==> src/rtl/imem_pkg.sv <==
// rtl/imem_pkg.sv - shared state encoding and sizing constants for the instruction memory loader
package imem_pkg;

  typedef enum logic [1:0] {
    S_IDLE  = 2'd0,
    S_RECV  = 2'd1,
    S_WRITE = 2'd2,
    S_DONE  = 2'd3
  } imem_state_t;

  localparam int BYTES_PER_WORD = 4;
  localparam int DEFAULT_DEPTH  = 1024;

endpackage

==> src/rtl/imem_loader_if.sv <==
// rtl/imem_loader_if.sv - host/loader bus: control, byte stream, memory write port and status
// Purpose: bundles every non-clock signal of the loader.
// Ports (signals):
//   start, num_words, abort          host -> loader control
//   byte_valid, byte_data            host -> loader byte stream
//   byte_ready                       loader -> host byte stream
//   wr_en, wr_addr, wr_data          loader -> instruction memory
//   cpu_hold, busy, done, err, checksum  loader status
// Modports: master = host/bench side, slave = loader side.
interface imem_loader_if #(
  parameter int ADDRESS_WIDTH = 32,
  parameter int INSTR_WIDTH   = 32
);
  logic                     start;
  logic [ADDRESS_WIDTH-1:0] num_words;
  logic                     abort;
  logic                     byte_valid;
  logic [7:0]               byte_data;
  logic                     byte_ready;
  logic                     wr_en;
  logic [ADDRESS_WIDTH-1:0] wr_addr;
  logic [INSTR_WIDTH-1:0]   wr_data;
  logic                     cpu_hold;
  logic                     busy;
  logic                     done;
  logic                     err;
  logic [INSTR_WIDTH-1:0]   checksum;

  modport master (
    output start, num_words, abort, byte_valid, byte_data,
    input  byte_ready, wr_en, wr_addr, wr_data, cpu_hold, busy, done, err, checksum
  );

  modport slave (
    input  start, num_words, abort, byte_valid, byte_data,
    output byte_ready, wr_en, wr_addr, wr_data, cpu_hold, busy, done, err, checksum
  );
endinterface

==> src/rtl/imem_byte_packer.sv <==
// rtl/imem_byte_packer.sv - big-endian byte-to-word shift register with byte counter
// Purpose: shifts accepted bytes into a word, first byte ends up in the MSBs.
// Ports:
//   clk, rst_n    clock, asynchronous active-low reset
//   i_clear       synchronous clear of word and byte counter
//   i_valid       a byte transfers this cycle
//   i_data        byte value
//   o_word        packed word (registered)
//   o_word_full   this transfer is the last byte of the word
module imem_byte_packer
  import imem_pkg::*;
#(
  parameter int INSTR_WIDTH = 32
) (
  input  logic                   clk,
  input  logic                   rst_n,
  input  logic                   i_clear,
  input  logic                   i_valid,
  input  logic [7:0]             i_data,
  output logic [INSTR_WIDTH-1:0] o_word,
  output logic                   o_word_full
);

  logic [INSTR_WIDTH-1:0] r_word;
  logic [1:0]             r_cnt;

  assign o_word      = r_word;
  assign o_word_full = i_valid && (r_cnt == 2'(BYTES_PER_WORD - 1));

  // Counter wraps naturally from 3 to 0, so the next word starts clean.
  always_ff @(posedge clk or negedge rst_n) begin
    if (!rst_n) begin
      r_word <= '0;
      r_cnt  <= '0;
    end else if (i_clear) begin
      r_word <= '0;
      r_cnt  <= '0;
    end else if (i_valid) begin
      r_word <= {r_word[INSTR_WIDTH-9:0], i_data};
      r_cnt  <= r_cnt + 2'd1;
    end
  end

endmodule

==> src/rtl/imem_loader.sv <==
// rtl/imem_loader.sv - loads a byte-streamed program into instruction memory, stalling the CPU
// Purpose: FSM, word/address counters and running XOR checksum; packs bytes
//   via imem_byte_packer and issues one word-aligned write per word.
// Ports:
//   clk, rst_n    clock, asynchronous active-low reset
//   bus           imem_loader_if.slave (control, byte stream, write port, status)
// INSTR_WIDTH must be 32 (four bytes per word).
module imem_loader
  import imem_pkg::*;
#(
  parameter int                         ADDRESS_WIDTH = 32,
  parameter int                         INSTR_WIDTH   = 32,
  parameter int                         DEPTH         = DEFAULT_DEPTH,
  parameter logic [ADDRESS_WIDTH-1:0]   BASE_ADDR     = '0
) (
  input  logic          clk,
  input  logic          rst_n,
  imem_loader_if.slave  bus
);

  imem_state_t              r_state, w_next_state;
  logic [ADDRESS_WIDTH-1:0] r_num_words;
  logic [ADDRESS_WIDTH-1:0] r_word_cnt;
  logic [ADDRESS_WIDTH-1:0] r_wr_addr;
  logic [INSTR_WIDTH-1:0]   r_checksum;
  logic                     r_wr_en, r_done, r_err, r_hold;

  logic                     w_byte_ready, w_xfer, w_word_full;
  logic                     w_len_ok, w_start_ok, w_start_bad, w_last_word;
  logic [INSTR_WIDTH-1:0]   w_word;

  // byte_ready decodes from state only: no path from byte_valid to it.
  assign w_byte_ready = (r_state == S_RECV);
  assign w_xfer       = bus.byte_valid && w_byte_ready;

  assign w_len_ok    = (bus.num_words != '0) &&
                       (bus.num_words <= ADDRESS_WIDTH'(DEPTH));
  assign w_start_ok  = (r_state == S_IDLE) && bus.start && w_len_ok;
  assign w_start_bad = (r_state == S_IDLE) && bus.start && !w_len_ok;
  assign w_last_word = ((r_word_cnt + ADDRESS_WIDTH'(1)) == r_num_words);

  imem_byte_packer #(
    .INSTR_WIDTH (INSTR_WIDTH)
  ) u_packer (
    .clk         (clk),
    .rst_n       (rst_n),
    .i_clear     (w_start_ok),
    .i_valid     (w_xfer),
    .i_data      (bus.byte_data),
    .o_word      (w_word),
    .o_word_full (w_word_full)
  );

  always_comb begin
    w_next_state = r_state;
    case (r_state)
      S_IDLE:  if (w_start_ok) w_next_state = S_RECV;
      // Abort wins over a completing word: the 4th byte is dropped.
      S_RECV:  if (bus.abort)       w_next_state = S_IDLE;
               else if (w_word_full) w_next_state = S_WRITE;
      S_WRITE: if (bus.abort)       w_next_state = S_IDLE;
               else if (w_last_word) w_next_state = S_DONE;
               else                  w_next_state = S_RECV;
      S_DONE:  w_next_state = S_IDLE;
      default: w_next_state = S_IDLE;
    endcase
  end

  // Status outputs are registered from next state so they line up with state.
  always_ff @(posedge clk or negedge rst_n) begin
    if (!rst_n) begin
      r_state     <= S_IDLE;
      r_wr_en     <= 1'b0;
      r_done      <= 1'b0;
      r_err       <= 1'b0;
      r_hold      <= 1'b0;
      r_num_words <= '0;
      r_word_cnt  <= '0;
      r_wr_addr   <= '0;
      r_checksum  <= '0;
    end else begin
      r_state <= w_next_state;
      r_wr_en <= (w_next_state == S_WRITE);
      r_done  <= (w_next_state == S_DONE);
      r_hold  <= (w_next_state != S_IDLE);
      r_err   <= w_start_bad || ((r_state != S_IDLE) && bus.abort);
      if (w_start_ok) begin
        r_num_words <= bus.num_words;
        r_word_cnt  <= '0;
        r_wr_addr   <= BASE_ADDR;
        r_checksum  <= '0;
      end else if (r_state == S_WRITE) begin
        r_checksum  <= r_checksum ^ w_word;
        r_wr_addr   <= r_wr_addr + ADDRESS_WIDTH'(4);
        r_word_cnt  <= r_word_cnt + ADDRESS_WIDTH'(1);
      end
    end
  end

  assign bus.byte_ready = w_byte_ready;
  assign bus.wr_en      = r_wr_en;
  assign bus.wr_addr    = r_wr_addr;
  assign bus.wr_data    = w_word;
  assign bus.cpu_hold   = r_hold;
  assign bus.busy       = r_hold;
  assign bus.done       = r_done;
  assign bus.err        = r_err;
  assign bus.checksum   = r_checksum;

endmodule

==> src/flat_wrapper.sv <==
// flat-port wrapper written by rule: the top's interface ports become plain ports
module imem_loader_flat import imem_pkg::*;
#(
  parameter int                         ADDRESS_WIDTH = 32,
  parameter int                         INSTR_WIDTH   = 32,
  parameter int                         DEPTH         = DEFAULT_DEPTH,
  parameter logic [ADDRESS_WIDTH-1:0]   BASE_ADDR     = '0
)
  (clk, rst_n, bus_start, bus_num_words, bus_abort, bus_byte_valid, bus_byte_data, bus_byte_ready, bus_wr_en, bus_wr_addr, bus_wr_data, bus_cpu_hold, bus_busy, bus_done, bus_err, bus_checksum);
  imem_loader_if #(.ADDRESS_WIDTH(ADDRESS_WIDTH), .INSTR_WIDTH(INSTR_WIDTH)) bus_i ();
  input  logic clk;
  input  logic rst_n;
  input wire logic [$bits(bus_i.start)-1:0] bus_start;
  input wire logic [$bits(bus_i.num_words)-1:0] bus_num_words;
  input wire logic [$bits(bus_i.abort)-1:0] bus_abort;
  input wire logic [$bits(bus_i.byte_valid)-1:0] bus_byte_valid;
  input wire logic [$bits(bus_i.byte_data)-1:0] bus_byte_data;
  output wire logic [$bits(bus_i.byte_ready)-1:0] bus_byte_ready;
  output wire logic [$bits(bus_i.wr_en)-1:0] bus_wr_en;
  output wire logic [$bits(bus_i.wr_addr)-1:0] bus_wr_addr;
  output wire logic [$bits(bus_i.wr_data)-1:0] bus_wr_data;
  output wire logic [$bits(bus_i.cpu_hold)-1:0] bus_cpu_hold;
  output wire logic [$bits(bus_i.busy)-1:0] bus_busy;
  output wire logic [$bits(bus_i.done)-1:0] bus_done;
  output wire logic [$bits(bus_i.err)-1:0] bus_err;
  output wire logic [$bits(bus_i.checksum)-1:0] bus_checksum;
  assign bus_i.start = bus_start;
  assign bus_i.num_words = bus_num_words;
  assign bus_i.abort = bus_abort;
  assign bus_i.byte_valid = bus_byte_valid;
  assign bus_i.byte_data = bus_byte_data;
  assign bus_byte_ready = bus_i.byte_ready;
  assign bus_wr_en = bus_i.wr_en;
  assign bus_wr_addr = bus_i.wr_addr;
  assign bus_wr_data = bus_i.wr_data;
  assign bus_cpu_hold = bus_i.cpu_hold;
  assign bus_busy = bus_i.busy;
  assign bus_done = bus_i.done;
  assign bus_err = bus_i.err;
  assign bus_checksum = bus_i.checksum;
  imem_loader #(.ADDRESS_WIDTH(ADDRESS_WIDTH), .INSTR_WIDTH(INSTR_WIDTH), .DEPTH(DEPTH), .BASE_ADDR(BASE_ADDR)) u_core (.clk(clk), .rst_n(rst_n), .bus(bus_i));
endmodule
==> config.mk <==
export PLATFORM = sky130hd
export DESIGN_NAME = imem_loader_flat
export DESIGN_NICKNAME = d
export VERILOG_FILES = /design/src/rtl/imem_pkg.sv /design/src/rtl/imem_loader_if.sv /design/src/rtl/imem_byte_packer.sv /design/src/rtl/imem_loader.sv /design/src/flat_wrapper.sv
export SDC_FILE = /design/constraint.sdc
export NUM_CORES = 1
export LEC_CHECK = 0
export CAP_MARGIN = 20
export CORE_AREA = 5 5 142 144
export DETAILED_ROUTE_END_ITERATION = 12
export DIE_AREA = 0 0 147 149
export PLACE_DENSITY = 0.75
export SYNTH_ARGS = -nofsm -noshare
export SYNTH_HDL_FRONTEND = slang
export SYNTH_SLANG_ARGS = --single-unit
==> constraint.sdc <==
create_clock -name clk -period 6.7 [get_ports clk]
set_clock_uncertainty 0.1 [all_clocks]
set_input_delay 2.01 -clock clk [delete_from_list [all_inputs] [get_ports clk]]
set_output_delay 2.01 -clock clk [all_outputs]
set_load 0.005 [all_outputs]
==> impl_metrics.prom <==
# TYPE chip_impl_metric gauge
chip_impl_metric{name="postSynthRegisterBits",unit=""} 166
chip_impl_metric{name="clock_latency_of_the_later_clocked_register_in_the_worst_skew_pair",unit="ns"} 0.43
chip_impl_metric{name="tritoncts_num_sinks",unit=""} 166
chip_impl_metric{name="power_leakage",unit="nW"} 4.35
chip_impl_info{name="rsz0062_at_grt",value="no"} 1
chip_impl_metric{name="drtAntennaViolNets",unit=""} 0
chip_impl_metric{name="post_cts_resize_count",unit=""} 0
chip_impl_metric{name="timing.max_cap.violations",unit=""} 0
chip_impl_metric{name="clock_tree.buffer_depth",unit=""} 2
chip_impl_metric{name="finalSetupViolCount",unit=""} 0
chip_impl_metric{name="yosys_warnings",unit=""} 0
chip_impl_metric{name="drt_wl_total",unit="um"} 20300
chip_impl_metric{name="drt-pass1-iter-count",unit=""} 5
chip_impl_metric{name="synthesized_area_fraction_occupied_by_and_or_nand_nor_cells",unit="%"} 23.9
chip_impl_info{name="hold_path.class",value="reg2reg"} 1
chip_impl_metric{name="first_global_vias",unit=""} 6636
chip_impl_metric{name="synth_xor_area_share",unit="%"} 14.0
chip_impl_metric{name="cts-hold-fix-buffers",unit=""} 0
chip_impl_metric{name="drt-initial-drc-count",unit=""} 586
chip_impl_metric{name="synth-compound-area-share",unit="%"} 5.45
chip_impl_info{name="timing.critical_path.cells",value="clkdlybuf4s50_1 > nor4_1 > a31oi_1 > nor4b_1 > nand2_1 > nor3_2 > buf_12 > nor2_1"} 1
chip_impl_metric{name="muxShareOfSynthArea",unit="%"} 1.87
chip_impl_info{name="post_synthesis_cell_type_with_the_largest_combined_area",value="sky130_fd_sc_hd__dfrtp_1"} 1
chip_impl_metric{name="timing.final.hold_violations",unit=""} 0
chip_impl_metric{name="first_pass_grt_wire_length",unit="um"} 33800
chip_impl_metric{name="die_h",unit="um"} 149
chip_impl_metric{name="post_synth.cell_area_avg",unit="um^2"} 9.38
chip_impl_metric{name="dp_worst_setup_slack",unit="ns"} 1.97
chip_impl_metric{name="antenna_found_initial",unit=""} 0
chip_impl_metric{name="num_vias",unit=""} 6609
chip_impl_metric{name="area_growth_syn_to_layout",unit="%"} 26.1
chip_impl_info{name="final_common_cell",value="sky130_fd_sc_hd__dfrtp_1"} 1
chip_impl_metric{name="drc",unit=""} 0
chip_impl_metric{name="vias_per_cell",unit=""} 5.29
chip_impl_info{name="timing.critical_path.max_delay_family",value="simple AND/OR/NAND/NOR gates"} 1
chip_impl_metric{name="clock_slew_at_the_register_clock_pins_of_the_worst_setup_and_hold_paths",unit="ns"} 0.06
chip_impl_info{name="status",value="finished, final reports clean"} 1
chip_impl_metric{name="rows",unit=""} 50
chip_impl_metric{name="min_cycle_time_layout",unit="ns"} 4.32
chip_impl_metric{name="dp_hpwl",unit="um"} 14000
chip_impl_metric{name="timing.final.crit_share",unit="%"} 64.5
chip_impl_metric{name="adder_and_majority_cell_fraction_of_the_synthesized_area",unit="%"} 0.453
chip_impl_metric{name="achievable-frequency",unit="GHz"} 0.232
chip_impl_metric{name="synthArstFlopShare",unit="%"} 100
chip_impl_metric{name="power.ir.vdd_worst",unit="uV"} 188
chip_impl_metric{name="ys_seq_area_share",unit="%"} 50.1
chip_impl_metric{name="setup-tns-final",unit="ns"} 0
chip_impl_metric{name="grt_overflow_total",unit=""} 0
chip_impl_metric{name="syn_inst",unit=""} 883
chip_impl_metric{name="gp_congestion",unit=""} 0.892
chip_impl_info{name="worst_setup_path_end_kind",value="register"} 1
chip_impl_metric{name="number_of_buffer_and_inverter_instances_along_the_worst_setup_path",unit=""} 2
chip_impl_metric{name="power_density",unit="mW/mm^2"} 203
chip_impl_metric{name="floorplan.io_pins",unit=""} 147
chip_impl_info{name="worstSetupPathType",value="in2reg"} 1
chip_impl_metric{name="timing.critical_path.required",unit="ns"} 6.89
chip_impl_metric{name="slew_headroom",unit="%"} 44.8
chip_impl_metric{name="routed_wire_per_std_cell",unit="um"} 16.2
chip_impl_metric{name="fin_nets",unit=""} 1050
chip_impl_metric{name="fp.dieW",unit="um"} 147
chip_impl_metric{name="initial_utilization",unit="%"} 44.6
chip_impl_metric{name="layout-drive-gt1-share",unit="%"} 6.31
chip_impl_metric{name="postCtsSetupRepairBufs",unit=""} 0
chip_impl_info{name="clock_tree.root_cell",value="sky130_fd_sc_hd__clkbuf_16"} 1
chip_impl_metric{name="path_max_fanout",unit=""} 144
chip_impl_info{name="synth_top_family_by_area",value="simple AND/OR/NAND/NOR gates"} 1
chip_impl_metric{name="die_area",unit="mm^2"} 0.0219
chip_impl_metric{name="setup_ws",unit="ns"} 2.38
chip_impl_metric{name="synth_edf_count",unit=""} 0
chip_impl_info{name="synth_flop_cell",value="sky130_fd_sc_hd__dfrtp_1"} 1
chip_impl_metric{name="slew_at_the_pin_with_the_worst_max_slew_slack",unit="ns"} 0.822
chip_impl_metric{name="critical-path-max-stage-delay",unit="ns"} 0.47
chip_impl_info{name="cts_tree",value="yes"} 1
chip_impl_info{name="slowest_stage",value="sky130_fd_sc_hd__buf_12"} 1
chip_impl_metric{name="wp_data_arrival",unit="ns"} 4.51
chip_impl_metric{name="place.port_buffers",unit=""} 144
chip_impl_metric{name="htree_levels",unit=""} 4
chip_impl_info{name="final_cell_mix",value="sky130_fd_sc_hd__dfrtp_1, sky130_fd_sc_hd__clkdlybuf4s50_1, sky130_fd_sc_hd__nand2_1, sky130_fd_sc_hd__nor2_1, sky130_fd_sc_hd__xor2_1"} 1
chip_impl_metric{name="grtUsageTotal",unit="%"} 19.0
chip_impl_metric{name="synthDominantCellAreaShare",unit="%"} 50.1
chip_impl_info{name="ys_top_cells_by_area",value="sky130_fd_sc_hd__dfrtp_1, sky130_fd_sc_hd__xor2_1, sky130_fd_sc_hd__xnor2_1, sky130_fd_sc_hd__nand2_1, sky130_fd_sc_hd__nor2_1"} 1
chip_impl_info{name="worst_setup_path_start_kind",value="primary input"} 1
chip_impl_metric{name="cts_buffers",unit=""} 17
chip_impl_metric{name="core_area",unit="mm^2"} 0.0186
chip_impl_metric{name="synthesis.area",unit="mm^2"} 0.00829
chip_impl_metric{name="grt_max_degree",unit=""} 145
chip_impl_metric{name="yosysUniqueCellTypes",unit=""} 57
chip_impl_metric{name="timing.final.max_slew_violations",unit=""} 0
chip_impl_metric{name="diodes",unit=""} 0
cells by family (layout without fill, tap and decap cells):
family	after synthesis	after routing
other cells	1	2
xor+xnor	132	132
buf+inv	67	198
fa+ha+maj	3	3
mux	14	14
flops	166	166
simple gates	422	422
compound gates	78	78
metal layers:
metal / GRT usage, % / wire length [um] / vias to the layer above
met5: 0 / 0 / -
met4: 6.29 / 367 / 0
met3: 5.71 / 1340 / 30
met2: 30.4 / 9780 / 186
met1: 24.8 / 8800 / 3215
li1: - / - / 3178
final cells by class:
type                            instances  area, um^2
Clock buffer                           20         457
Multi-Input combinational cell        651        3800
Timing Repair Buffer                  151        1530
Sequential cell                       166        4150
Tap cell                              234         293
Fill cell                            1541        8130
Clock inverter                         12         164
Inverter                               15        56.3
through the flow:
step | total power [W] | hold slack [ns] | instance area, um^2 | instances | utilization, %
global placement | 0.00112 | 0.400 | 9800 | 1216 | 52.7
CTS | 0.00214 | 0.425 | 10400 | 1249 | 56.2
global route | 0.00219 | 0.435 | 10400 | 1249 | 56.2
detailed placement | 0.00112 | 0.405 | 9830 | 1217 | 52.9
finish | 0.00212 | 0.420 | 10400 | 1249 | 56.2
floorplan | 0.00106 | 0.384 | 8290 | 884 | -
cells in the mapped netlist (all sizes together) (2+ instances only):
master and number:
o22ai 3, dfrtp 166, or4 7, a21oi 42, mux2i 2, nand4 27, o21bai 2, inv 15
nor4 18, xor2 68, nor2b 22, buf 25, nor2 132, or3 9, nor3b 2, mux2 12
or2 4, nor4b 4, xnor2 64, a31oi 5, clkbuf 27, a311oi 2, and3 4, nand2 140
nor3 19, and2 2, nand3 23, and4 6, ha 3, o21ai 13
power by group:
part            total, W  switching (W)  internal (W)
Clock            0.00101       0.000403      0.000612
Combinational  0.0000862      0.0000409     0.0000453
Sequential       0.00102     0.00000890       0.00101
Total            0.00212       0.000453       0.00167
flip-flops by register name, indices dropped and copies added, names as in the netlist, 2 cells and up:
signal / cells
u_core.bus.checksum: 32
u_core.bus.wr_addr: 30
u_core.r_num_words: 32
u_core.r_state: 2
u_core.r_word_cnt: 32
u_core.u_packer.o_word: 32
u_core.u_packer.r_cnt: 2
final timing paths:
path / slack (ns) / depth (start not counted) / end / startpoint
setup / recovery: 2.38 / 8 / u_core.bus.checksum[22] / bus_num_words[7]
hold / removal: 0.42 / 1 / u_core.r_num_words[31] / u_core.r_num_words[31]
setup reg to reg: 3.47 / 8 / u_core.r_state[1] / u_core.r_word_cnt[0]
hold reg to reg: 0.42 / 1 / u_core.r_num_words[31] / u_core.r_num_words[31]
max in group asynchronous: 3.84 / 2 / u_core.r_word_cnt[24] / rst_n
min in group asynchronous: 1.49 / 1 / u_core.r_num_words[5] / rst_n
Note: power is estimated with default switching activity, not from simulation.
